==> src/rtl/mandelbrot_pkg.sv <==
// Shared constants for the Mandelbrot pipeline: sequencer state encoding and
// the default datapath widths used by the scanner, iterator and colour stage.
package mandelbrot_pkg;

    localparam int DEF_WIDTH  = 11;
    localparam int DEF_ITER_W = 8;

    localparam logic [1:0] ST_IDLE = 2'd0;
    localparam logic [1:0] ST_RUN  = 2'd1;
    localparam logic [1:0] ST_DONE = 2'd2;

endpackage

==> src/rtl/mandelbrot_alu.sv <==
// One combinational Mandelbrot step on signed fixed point with WIDTH-3 fraction bits:
// z' = z^2 + c (saturated), size = |z|^2 > 4 evaluated on the incoming z.
module mandelbrot_alu #(
    parameter int WIDTH = 11
) (
    input  logic signed [WIDTH-1:0] in_cr,
    input  logic signed [WIDTH-1:0] in_ci,
    input  logic signed [WIDTH-1:0] in_zr,
    input  logic signed [WIDTH-1:0] in_zi,
    output logic signed [WIDTH-1:0] out_zr,
    output logic signed [WIDTH-1:0] out_zi,
    output logic                    size
);

    localparam int FRAC = WIDTH - 3;
    localparam int PW   = 2 * WIDTH;
    localparam int SW   = 2 * WIDTH + 2;

    localparam logic signed [SW-1:0] ESC_LIMIT = SW'(1) << (2 * FRAC + 2);
    localparam logic signed [SW-1:0] SAT_HI    = SW'((1 << (WIDTH - 1)) - 1);
    localparam logic signed [SW-1:0] SAT_LO    = -SAT_HI - SW'(1);

    logic signed [PW-1:0] w_zr_sq;
    logic signed [PW-1:0] w_zi_sq;
    logic signed [PW-1:0] w_zrzi;
    logic signed [SW-1:0] w_mag;
    logic signed [SW-1:0] w_re;
    logic signed [SW-1:0] w_im;

    assign w_zr_sq = in_zr * in_zr;
    assign w_zi_sq = in_zi * in_zi;
    assign w_zrzi  = in_zr * in_zi;

    assign w_mag = SW'(w_zr_sq) + SW'(w_zi_sq);
    // 2*zr*zi rescaled: one fewer fraction shift absorbs the factor of two
    assign w_re  = ((SW'(w_zr_sq) - SW'(w_zi_sq)) >>> FRAC) + SW'(in_cr);
    assign w_im  = (SW'(w_zrzi) >>> (FRAC - 1)) + SW'(in_ci);

    assign size = (w_mag > ESC_LIMIT);

    always_comb begin
        out_zr = w_re[WIDTH-1:0];
        out_zi = w_im[WIDTH-1:0];
        if (w_re > SAT_HI) out_zr = SAT_HI[WIDTH-1:0];
        if (w_re < SAT_LO) out_zr = SAT_LO[WIDTH-1:0];
        if (w_im > SAT_HI) out_zi = SAT_HI[WIDTH-1:0];
        if (w_im < SAT_LO) out_zi = SAT_LO[WIDTH-1:0];
    end

endmodule

==> src/rtl/mandelbrot_iterator.sv <==
// Per-pixel iteration sequencer: accepts c, iterates z through one ALU per cycle
// until escape or budget exhaustion, then holds the count until it is consumed.
module mandelbrot_iterator
    import mandelbrot_pkg::*;
#(
    parameter int WIDTH  = DEF_WIDTH,
    parameter int ITER_W = DEF_ITER_W
) (
    input  logic              clk,
    input  logic              rst_n,
    input  logic              in_valid,
    output logic              in_ready,
    input  logic [WIDTH-1:0]  in_cr,
    input  logic [WIDTH-1:0]  in_ci,
    input  logic [ITER_W-1:0] max_iter,
    output logic              out_valid,
    input  logic              out_ready,
    output logic [ITER_W-1:0] out_count,
    output logic              out_escaped,
    output logic [1:0]        dbg_state
);

    // Handshakes: a transfer happens on a rising edge where valid and ready are both 1.
    // in_ready/out_valid decode registered state only; out_count/out_escaped are stable
    // for as long as out_valid is high.

    logic [1:0]              r_state;
    logic signed [WIDTH-1:0] r_cr;
    logic signed [WIDTH-1:0] r_ci;
    logic signed [WIDTH-1:0] r_zr;
    logic signed [WIDTH-1:0] r_zi;
    logic [ITER_W-1:0]       r_iter;
    logic [ITER_W-1:0]       r_max;
    logic [ITER_W-1:0]       r_count;
    logic                    r_escaped;

    logic signed [WIDTH-1:0] w_zr_next;
    logic signed [WIDTH-1:0] w_zi_next;
    logic                    w_size;
    logic [ITER_W-1:0]       w_iter_inc;

    mandelbrot_alu #(
        .WIDTH (WIDTH)
    ) alu (
        .in_cr  (r_cr),
        .in_ci  (r_ci),
        .in_zr  (r_zr),
        .in_zi  (r_zi),
        .out_zr (w_zr_next),
        .out_zi (w_zi_next),
        .size   (w_size)
    );

    assign w_iter_inc = r_iter + ITER_W'(1);

    always_ff @(posedge clk or negedge rst_n) begin
        if (!rst_n) begin
            r_state   <= ST_IDLE;
            r_cr      <= '0;
            r_ci      <= '0;
            r_zr      <= '0;
            r_zi      <= '0;
            r_iter    <= '0;
            r_max     <= '0;
            r_count   <= '0;
            r_escaped <= 1'b0;
        end else begin
            case (r_state)
                ST_IDLE: begin
                    if (in_valid) begin
                        r_cr   <= in_cr;
                        r_ci   <= in_ci;
                        r_max  <= max_iter;
                        r_zr   <= '0;
                        r_zi   <= '0;
                        r_iter <= '0;
                        if (max_iter == '0) begin
                            r_count   <= '0;
                            r_escaped <= 1'b0;
                            r_state   <= ST_DONE;
                        end else begin
                            r_state   <= ST_RUN;
                        end
                    end
                end
                ST_RUN: begin
                    // Escape wins even when this would also be the last budgeted step
                    if (w_size) begin
                        r_count   <= r_iter;
                        r_escaped <= 1'b1;
                        r_state   <= ST_DONE;
                    end else begin
                        r_zr   <= w_zr_next;
                        r_zi   <= w_zi_next;
                        r_iter <= w_iter_inc;
                        if (w_iter_inc == r_max) begin
                            r_count   <= r_max;
                            r_escaped <= 1'b0;
                            r_state   <= ST_DONE;
                        end
                    end
                end
                ST_DONE: begin
                    if (out_ready) r_state <= ST_IDLE;
                end
                default: r_state <= ST_IDLE;
            endcase
        end
    end

    assign in_ready    = (r_state == ST_IDLE);
    assign out_valid   = (r_state == ST_DONE);
    assign out_count   = r_count;
    assign out_escaped = r_escaped;
    assign dbg_state   = r_state;

endmodule

==> config.mk <==
export PLATFORM = sky130hd
export DESIGN_NAME = mandelbrot_iterator
export DESIGN_NICKNAME = d
export VERILOG_FILES = /design/src/rtl/mandelbrot_pkg.sv /design/src/rtl/mandelbrot_alu.sv /design/src/rtl/mandelbrot_iterator.sv
export SDC_FILE = /design/constraint.sdc
export NUM_CORES = 1
export LEC_CHECK = 0
export BUFFER_PORTS_ARGS = -buffer_cell sky130_fd_sc_hd__clkbuf_2
export CORE_UTILIZATION = 55
export DETAILED_ROUTE_END_ITERATION = 16
export PLACE_DENSITY = 0.71
export SLEW_MARGIN = 15
export SYNTH_ARGS = -nofsm -noshare
export SYNTH_HDL_FRONTEND = slang
export SYNTH_SLANG_ARGS = --single-unit
==> constraint.sdc <==
create_clock -name clk -period 18.6 [get_ports clk]
set_input_delay 2.79 -clock clk [delete_from_list [all_inputs] [get_ports clk]]
set_output_delay 2.79 -clock clk [all_outputs]
set_load 0.02 [all_outputs]
## Word-level counts from Yosys, hierarchy flattened

Index checks and enable logic that the tools add are counted.

| cells by class | value |
|---|---|
| $mul | 3 |
| shift-type cells | 0 |
| $add $sub $neg | 5 |
| mux-type cells | 28 |
| magnitude comparators | 5 |
| bitwise operators | 0 |
| reduce and logical (&&, ||, !) cells | 7 |
| equality and inequality tests | 8 |
| divide/modulo/power cells | 0 |

Operator list:

| operator | count |
|---|---|
| two-way mux 11 bit | 7 |
| multiplier 11 x 11 -> 22 bit | 3 |
| > comparator 24 x 11 -> 1 bit, second input constant | 2 |
| less-than comparator 24 x 11 -> 1 bit, second input constant | 2 |
| two-way mux 8 bit | 6 |
| one-hot mux 11 bit (2 select lines) | 2 |
| adder 15 x 11 -> 16 bit | 2 |
| one-hot mux 8 bit (2 select lines) | 2 |
| > comparator 24 x 20 -> 1 bit, second input constant | 1 |
| adder 22 x 22 -> 23 bit | 1 |
| subtractor 22 x 22 -> 23 bit | 1 |
| two-way mux 2 bit | 5 |
| adder 8 x 1 -> 8 bit, second input constant | 1 |
| equality test 8 bit | 1 |
| logical NOT 8 bit | 1 |
| one-hot mux 2 bit (3 select lines) | 1 |
| AND reduction 3 bit | 2 |
| two-way mux 1 bit | 4 |
| inequality test 2 x 1 -> 1 bit, second input constant | 2 |
| inequality test 2 bit, second input constant | 2 |
| AND reduction 4 bit | 1 |
| inequality test 3 x 2 -> 1 bit, second input constant | 1 |
| equality test 2 x 1 -> 1 bit, second input constant | 1 |
| equality test 2 bit, second input constant | 1 |
| other kinds (4) | 4 |

| storage, ports and cells | value |
|---|---|
| bits in latches | 0 |
| output and inout port bits | 13 |
| bits in registers | 71 |
| input port bits | 34 |
| logic and storage cells | 65 |
| bits in read-only memories | 0 |
| memories | 0 |
| memory bits (writable) | 0 |

## Longest topological paths before layout

Gate-level depths: netlist of the first run.

| logic depth | value |
|---|---|
| depth after elaboration | 8 |
| mapped depth | 42 |

## Cells and area by module

A second synthesis of the first run with hierarchy kept.

| second synthesis, totals | value |
|---|---|
| cell total of the unflattened synthesis | 2194 |
| area, all modules | 19215.9 µm² |

By module, submodules not included:

| module | times used | cells an instance | area an instance (µm²) |
|---|---|---|---|
| mandelbrot_alu | 1 | 1904 | 16037.9 |
| mandelbrot_iterator | 1 | 290 | 3178.0 |

## Least setup slack after synthesis of the first run

Ideal clock, no wire load.

| timing path | value |
|---|---|
| path kind | register -> register |
| start | register r_zr[4] |
| end | register r_zr[0] |
| cell stages (with the launch flop) | 42 |
| buffers on the path | 3 |
| arrival time | 8.982 ns |
| setup slack | 9.535 ns |
| cell sequence | dfrtp_1 -> clkbuf_1 -> clkbuf_1 -> nand2_1 -> fa_1 -> inv_1 -> fa_1 -> inv_1 -> fa_1 -> inv_1 -> fa_1 -> inv_1 -> fa_1 -> inv_1 -> ha_1 -> a21o_1 -> a31oi_1 -> o21ai_0 -> (+6 left out) -> or3_1 -> nor4_1 -> a21oi_1 -> o21ai_0 -> a21oi_1 -> o31ai_1 -> a21oi_1 -> xor2_1 -> ha_1 -> inv_1 -> o21bai_1 -> a21oi_1 -> nand2b_1 -> o21ai_0 -> xor2_1 -> o41ai_1 -> nand3_2 -> o22ai_1 |

| between the ends | value |
|---|---|
| longest elaborated chain between the ends | 8 |
| elaborated cells between the ends (all ways) | 13 |
| classes of those cells | add/sub: 3; mul: 1; order compare: 3; eq/ne: 1; mux: 4; reduce/logical: 1 |

RTL lines:

| element | line | source |
|---|---|---|
| start, declared | mandelbrot_iterator.sv:30 | `logic signed [WIDTH-1:0] r_zr;` |
| start signal, assigned | mandelbrot_iterator.sv:93 | `r_zr <= w_zr_next;` |
| multiplier 11 x 11 -> 22 bit (*) | mandelbrot_alu.sv:30 | `assign w_zr_sq = in_zr * in_zr;` |
| subtractor 22 x 22 -> 23 bit | mandelbrot_alu.sv:36 | `assign w_re = ((SW'(w_zr_sq) - SW'(w_zi_sq)) >>> FRAC) + SW'(in_cr);` |
| adder 15 x 11 -> 16 bit | mandelbrot_alu.sv:36 |  |
| > comparator 24 x 11 -> 1 bit | mandelbrot_alu.sv:44 | `if (w_re > SAT_HI) out_zr = SAT_HI[WIDTH-1:0];` |
| two-way mux 11 bit | mandelbrot_alu.sv:44 |  |
| two-way mux 11 bit | mandelbrot_alu.sv:45 | `if (w_re < SAT_LO) out_zr = SAT_LO[WIDTH-1:0];` |
| two-way mux 11 bit | mandelbrot_iterator.sv:88 | `if (w_size) begin` |
| one-hot mux 11 bit (2 select lines) | mandelbrot_iterator.sv:68 | `case (r_state)` |

Mark *: on every way between the ends. The rest lies on a longest branch, timed or not. The select of a mux whose other input is x is not followed.
A chain may end at the register's enable or synchronous reset.

## Worst setup path after layout of the first run

| timing path | value |
|---|---|
| start | register r_zi[7] |
| end | register r_zr[6] |

| between the ends | value |
|---|---|
| longest elaborated chain between the ends | 8 |
| elaborated cells between the ends (all ways) | 13 |
| classes of those cells | add/sub: 3; mul: 1; order compare: 3; eq/ne: 1; mux: 4; reduce/logical: 1 |

RTL lines:

| element | line | source |
|---|---|---|
| start, declared | mandelbrot_iterator.sv:31 | `logic signed [WIDTH-1:0] r_zi;` |
| start signal, assigned | mandelbrot_iterator.sv:94 | `r_zi <= w_zi_next;` |
| multiplier 11 x 11 -> 22 bit (*) | mandelbrot_alu.sv:31 | `assign w_zi_sq = in_zi * in_zi;` |
| subtractor 22 x 22 -> 23 bit | mandelbrot_alu.sv:36 |  |
| adder 15 x 11 -> 16 bit | mandelbrot_alu.sv:36 |  |
| > comparator 24 x 11 -> 1 bit | mandelbrot_alu.sv:44 |  |
| two-way mux 11 bit | mandelbrot_alu.sv:44 |  |
| two-way mux 11 bit | mandelbrot_alu.sv:45 |  |
| two-way mux 11 bit | mandelbrot_iterator.sv:88 |  |
| one-hot mux 11 bit (2 select lines) | mandelbrot_iterator.sv:68 |  |

Marks and branches as above.

==> flow_metrics.py, run 1 <==
metrics = {
    "worst_setup_path": {
        "rrSetupSlack_ns": 8.31,
        "slowest_stage": "dfrtp_1",
        "cp.arrival_ns": 10.54,
        "ff2ff_path_depth": 35,
        "reg2reg_from": "r_zi[7]",
        "cp_max_fo": 17,
        "critPathBufInv": 5,
        "crit_type": "flip-flop to flip-flop",
        "worstSetupEndpointType": "flip-flop",
        "cp.required_ns": 18.85,
        "start_kind": "flip-flop",
        "max_stage_delay_ns": 0.69,
        "r2r_end": "r_zr[6]",
        "crit_family": "compound AO/OA/AOI/OAI gates",
        "cp_common_cell": "fa_1",
    },
    "cts": {
        "ctsHoldBuffers": 0,
        "cts_buffers": 9,
        "clkTransAtPathRegs_ns": 0.07,
        "h-tree-depth": 3,
        "cts_resized": 0,
        "cts_sinks": 71,
        "clk_latency_ns": 0.34,
        "cts_root_buffer": "clkbuf_16",
        "clockBufferDepth": 2,
        "postCtsSetupBuffers": 0,
        "cts_tree": "built",
    },
    "timing": {
        "slew_viol_final": 0,
        "holdWs_ns": 0.4922,
        "tns_ns": 0,
        "relSlewSlack_pct": 35.12,
        "hold_violations": 0,
        "finalCriticalPeriod_ns": 10.29,
        "fmax_ghz": 0.09718,
        "post-route-period-util_pct": 55.32,
        "rsz0062_at_grt": "false",
        "setup_viol": 0,
        "tightestPinTransition_ns": 0.9721,
        "clock_skew_ns": 0.009782,
    },
    "placed_design": {
        "dpl.hpwl_um": 37820,
        "place_inst": 2659,
        "portBuffers": 46,
        "globalplace.congestion": 0.9024,
    },
    "detailed_routing": {
        "drtIter0Drc": 863,
        "dr.pass1.iters": 7,
        "routedWlPerCell_um": 17.22,
        "viasPerCell": 5.673,
        "drc_errors": 0,
        "routed_wl_um": 46070,
        "vias": 15170,
        "ant_nets": 0,
    },
    "floorplanning": {
        "fp.dieW_um": 190.5,
        "initial_core_util_pct": 56.29,
        "dieArea_um2": 36280,
        "rows": 68,
        "ios": 47,
        "coreArea_um2": 34710,
        "fp.dieH_um": 190.5,
    },
    "final_layout": {
        "post-route-util_pct": 58.92,
        "fillers": 3075,
        "nNetsFinal": 2782,
        "final_cells": 2675,
        "antenna_cells": 0,
        "area.growth.synth_to_final_pct": 4.681,
        "drive_gt1_share_pct": 5.901,
    },
    "hold_path": {
        "min-delay-start": "out_count[1]",
        "hold_end": "out_count[1]",
        "hp-class": "flip-flop to flip-flop",
        "whs_path_depth": 1,
    },
    "status": {
        "status": "finished, final reports clean",
    },
    "synthesis": {
        "yosys-top-cells-count": "inv_1, fa_1, ha_1, nand2_1, nor2_1",
        "yosys.cell_count.top_type": "inv_1",
        "synth_area_leaders": "fa_1, ha_1, dfrtp_1",
        "async_flop_share_pct": 100.0,
        "yosysWarningCount": 0,
        "syn_area_um2": 19540,
        "yosysUniqueCellTypes": 74,
        "yosys_register_bits": 71,
        "synth.yosys.seq_area_share_pct": 9.093,
        "synth_top_area_cell": "fa_1",
        "synth_ff_type": "dfrtp_1",
        "yosysTopAreaCellShare_pct": 32.78,
        "synthCells": 2222,
        "avgSynthCellArea_um2": 8.794,
        "synth_fp_nets": 2789,
        "synth_edf_count": 0,
    },
    "global_routing": {
        "gr-usage-all-layers_pct": 26.62,
        "grt_max_degree": 72,
        "antenna_found_initial": 0,
        "grt_pass1_vias": 15730,
        "grt_overflow_total": 0,
        "grt_pass1_wl_um": 76770,
    },
    "run": {
        "maxCapViolations": 0,
    },
}
## cell usage in the layout, fill, tap and decap left out, types with 46 or more instances in the layout
cell type and count:
nor2_1 121, xnor2_1 114, and2_1 79, dfrtp_1 71, nand2_1 191, ha_1 213, fa_1 320, a21oi_1 91
inv_1 462, o21ai_0 46
## area by class of cell
| cell class | instances | area, um^2 | area share [%] |
|---|---|---|---|
| well taps | 455 | 569.3 | 2.783 |
| clock buffers | 9 | 225.2 | 1.101 |
| inverters | 467 | 1753 | 8.570 |
| clock inverters | 7 | 86.33 | 0.4221 |
| multi-input cells | 1605 | 15700 | 76.75 |
| repair buffers | 61 | 345.3 | 1.688 |
| flip-flops and latches | 71 | 1777 | 8.686 |
## cells by family after synthesis
logic type	after synthesis	synth area share (%)
AOI/OAI and AO/OA	334	11.67
xor gates and xnor gates	139	6.230
adders and majority gates	533	46.42
buffers and inverters	546	10.60
DFF	71	9.093
muxes	40	2.248
and+or+nand+nor	559	13.74
## metal layers
metal  global-route usage [%]  wire length, um  vias up
li1                         -                -     7075
met1                    34.78            19570     7586
met2                    47.16            22990      431
met3                    2.300             2421       82
met4                    7.138             1091        0
met5                        0                0        -
## flip-flops by register name, indices dropped and copies added (netlist names)
| signal | count |
|---|---|
| r_ci | 11 |
| r_cr | 11 |
| r_zi | 11 |
| r_zr | 11 |
| out_count | 8 |
| r_iter | 8 |
| r_max | 8 |
| dbg_state | 2 |
| out_escaped | 1 |
## per-stage QoR
step                worst slack (ns)  cell area [um^2]
global route                   7.559             20450
floorplan                      9.535             19540
CTS                            8.500             20450
global placement               8.857             20140
detailed placement             8.566             20140
finish                         8.310             20450
## how the worst max path moves through the flow
stage | start | end | depth (start not counted)
global placement | r_zi[4] | r_zr[5] | 35
CTS | r_zi[7] | r_zr[6] | 35
floorplan | r_zr[4] | r_zr[0] | 41
finish | r_zi[7] | r_zr[6] | 35
detailed placement | r_zi[7] | r_zr[6] | 35
global route | r_zi[7] | r_zr[6] | 36
Power of run 1 is not shown: default switching activity piles up to over one toggle a cycle in this logic, so the estimate is an artifact.
==> run 2, diff against run 1 <==
==> constraint.sdc (replaced) <==
create_clock -name clk -period 10.8 [get_ports clk]
set_input_delay 1.62 -clock clk [delete_from_list [all_inputs] [get_ports clk]]
set_output_delay 1.62 -clock clk [all_outputs]
set_load 0.02 [all_outputs]
==> run 2 against run 1 <==
Against the previous run:
- worst setup slack worse by 7.5 ns
- cell count up 0.22%
- wire length up 0.62%
- register-to-register slack worse by 7.5 ns
- fmax up 3.1%
- global-route usage up 0.72 points
- first-iteration DRC count up 17%
- critical path type unchanged
- highest routed layer unchanged
==> flow_metrics.py, run 2 (synthesis results as in run 1) <==
metrics = {
    "worst_setup_path": {
        "rrSetupSlack_ns": 0.82,
        "cp.required_ns": 11.05,
        "worstSetupEndpointType": "flip-flop",
        "cp.arrival_ns": 10.24,
        "reg2reg_from": "r_zi[4]",
        "slowest_stage": "dfrtp_1",
        "cp_max_fo": 24,
        "start_kind": "flip-flop",
        "ff2ff_path_depth": 35,
        "r2r_end": "r_zr[8]",
        "max_stage_delay_ns": 0.88,
        "crit_type": "flip-flop to flip-flop",
    },
    "floorplanning": {
        "fp.dieW_um": 190.5,
        "dieArea_um2": 36280,
        "fp.dieH_um": 190.5,
        "ios": 47,
        "rows": 68,
        "initial_core_util_pct": 56.29,
        "coreArea_um2": 34710,
    },
    "cts": {
        "ctsHoldBuffers": 0,
        "cts_tree": "built",
        "postCtsSetupBuffers": 0,
        "clk_latency_ns": 0.34,
        "cts_buffers": 9,
        "cts_resized": 0,
        "cts_sinks": 71,
        "cts_root_buffer": "clkbuf_16",
        "clockBufferDepth": 2,
        "h-tree-depth": 3,
        "clkTransAtPathRegs_ns": 0.07,
    },
    "hold_path": {
        "whs_path_depth": 1,
        "hp-class": "flip-flop to flip-flop",
        "min-delay-start": "out_count[0]",
        "hold_end": "out_count[0]",
    },
    "timing": {
        "clock_skew_ns": 0.01167,
        "hold_violations": 0,
        "rsz0062_at_grt": "false",
        "tightestPinTransition_ns": 0.9577,
        "slew_viol_final": 0,
        "post-route-period-util_pct": 92.45,
        "tns_ns": 0,
        "holdWs_ns": 0.4944,
        "setup_viol": 0,
        "finalCriticalPeriod_ns": 9.985,
        "relSlewSlack_pct": 34.50,
        "fmax_ghz": 0.1002,
    },
    "placed_design": {
        "dpl.hpwl_um": 39030,
        "place_area_um2": 20190,
        "place_inst": 2665,
        "portBuffers": 46,
        "globalplace.congestion": 0.9407,
    },
    "final_layout": {
        "layout_commonest_cell": "inv_1",
        "multiInputGateArea_um2": 15700,
        "fillers": 3106,
        "final_cells": 2681,
        "design_area_um2": 20480,
        "area.growth.synth_to_final_pct": 4.803,
        "regArea_um2": 1777,
        "nNetsFinal": 2788,
        "antenna_cells": 0,
        "final_cell_mix": "inv_1, fa_1, ha_1, nand2_1, nor2_1",
        "drive_gt1_share_pct": 6.155,
    },
    "run": {
        "maxCapViolations": 0,
    },
    "detailed_routing": {
        "drtIter0Drc": 1013,
        "viasPerCell": 5.646,
        "drc_errors": 0,
        "routed_wl_um": 46360,
        "routedWlPerCell_um": 17.29,
        "dr.pass1.iters": 5,
        "ant_nets": 0,
        "vias": 15140,
    },
    "global_routing": {
        "grt_overflow_total": 0,
        "grt_pass1_wl_um": 78860,
        "antenna_found_initial": 0,
        "grt_pass1_vias": 15910,
        "grt_max_degree": 72,
        "gr-usage-all-layers_pct": 27.33,
    },
    "status": {
        "status": "finished, final reports clean",
    },
}
[run 2: cell types whose count changed in the layout (fill, tap and decap cells not counted), sizes merged]
cell      previous run  this run
inv                466       465
buf                 16        22
clkinvlp             1         3
bufinv               1         0
[run 2: final cells by class]
class	instances	area share, %
clock buffers	9	1.100
clock inverters	7	0.3177
inverters	467	8.560
multi-input cells	1605	76.66
flip-flops and latches	71	8.676
well taps	455	2.780
repair buffers	67	1.906
[run 2: worst max-delay path: cells and delay by family, from the launching register on]
family | cells | cell delay (ns)
DFF | 1 | 0.88
buffers and inverters | 5 | 0.27
xor gates and xnor gates | 3 | 0.50
adders and majority gates | 8 | 3.65
and+or+nand+nor | 6 | 1.39
AOI/OAI and AO/OA | 13 | 3.19
[run 2: how the worst max path moves through the flow]
stage          slack, ns  endpoint     from  cells past startpoint
3_5_place_dp        0.86   r_zr[0]  r_zi[4]                     35
6_report            0.82   r_zr[8]  r_zi[4]                     35
5_1_grt             0.04   r_zr[7]  r_zi[7]                     35
4_1_cts             0.82   r_zr[8]  r_zi[4]                     35
2_1_floorplan       1.73   r_zr[0]  r_zr[4]                     41
3_3_place_gp        1.16   r_zr[7]  r_zi[4]                     36
[run 2: per-layer routing]
layer  vias up  GRT usage [%]  share of wire [%]
met5         -              0                  0
met4         0          6.831                2.4
met3        72          2.319                5.3
met2       474          47.30                 49
met1      7526          36.93                 43
li1       7065              -                  -
[run 2: per-stage QoR]
step                      setup WS (ns)  util, %
after CTS                        0.8244    58.99
after global placement            1.163    58.15
after floorplan                   1.735        -
after detailed placement         0.8617    58.15
after global routing            0.04008    58.99
final                            0.8152    58.99
Power of run 2 is left out for the same reason.
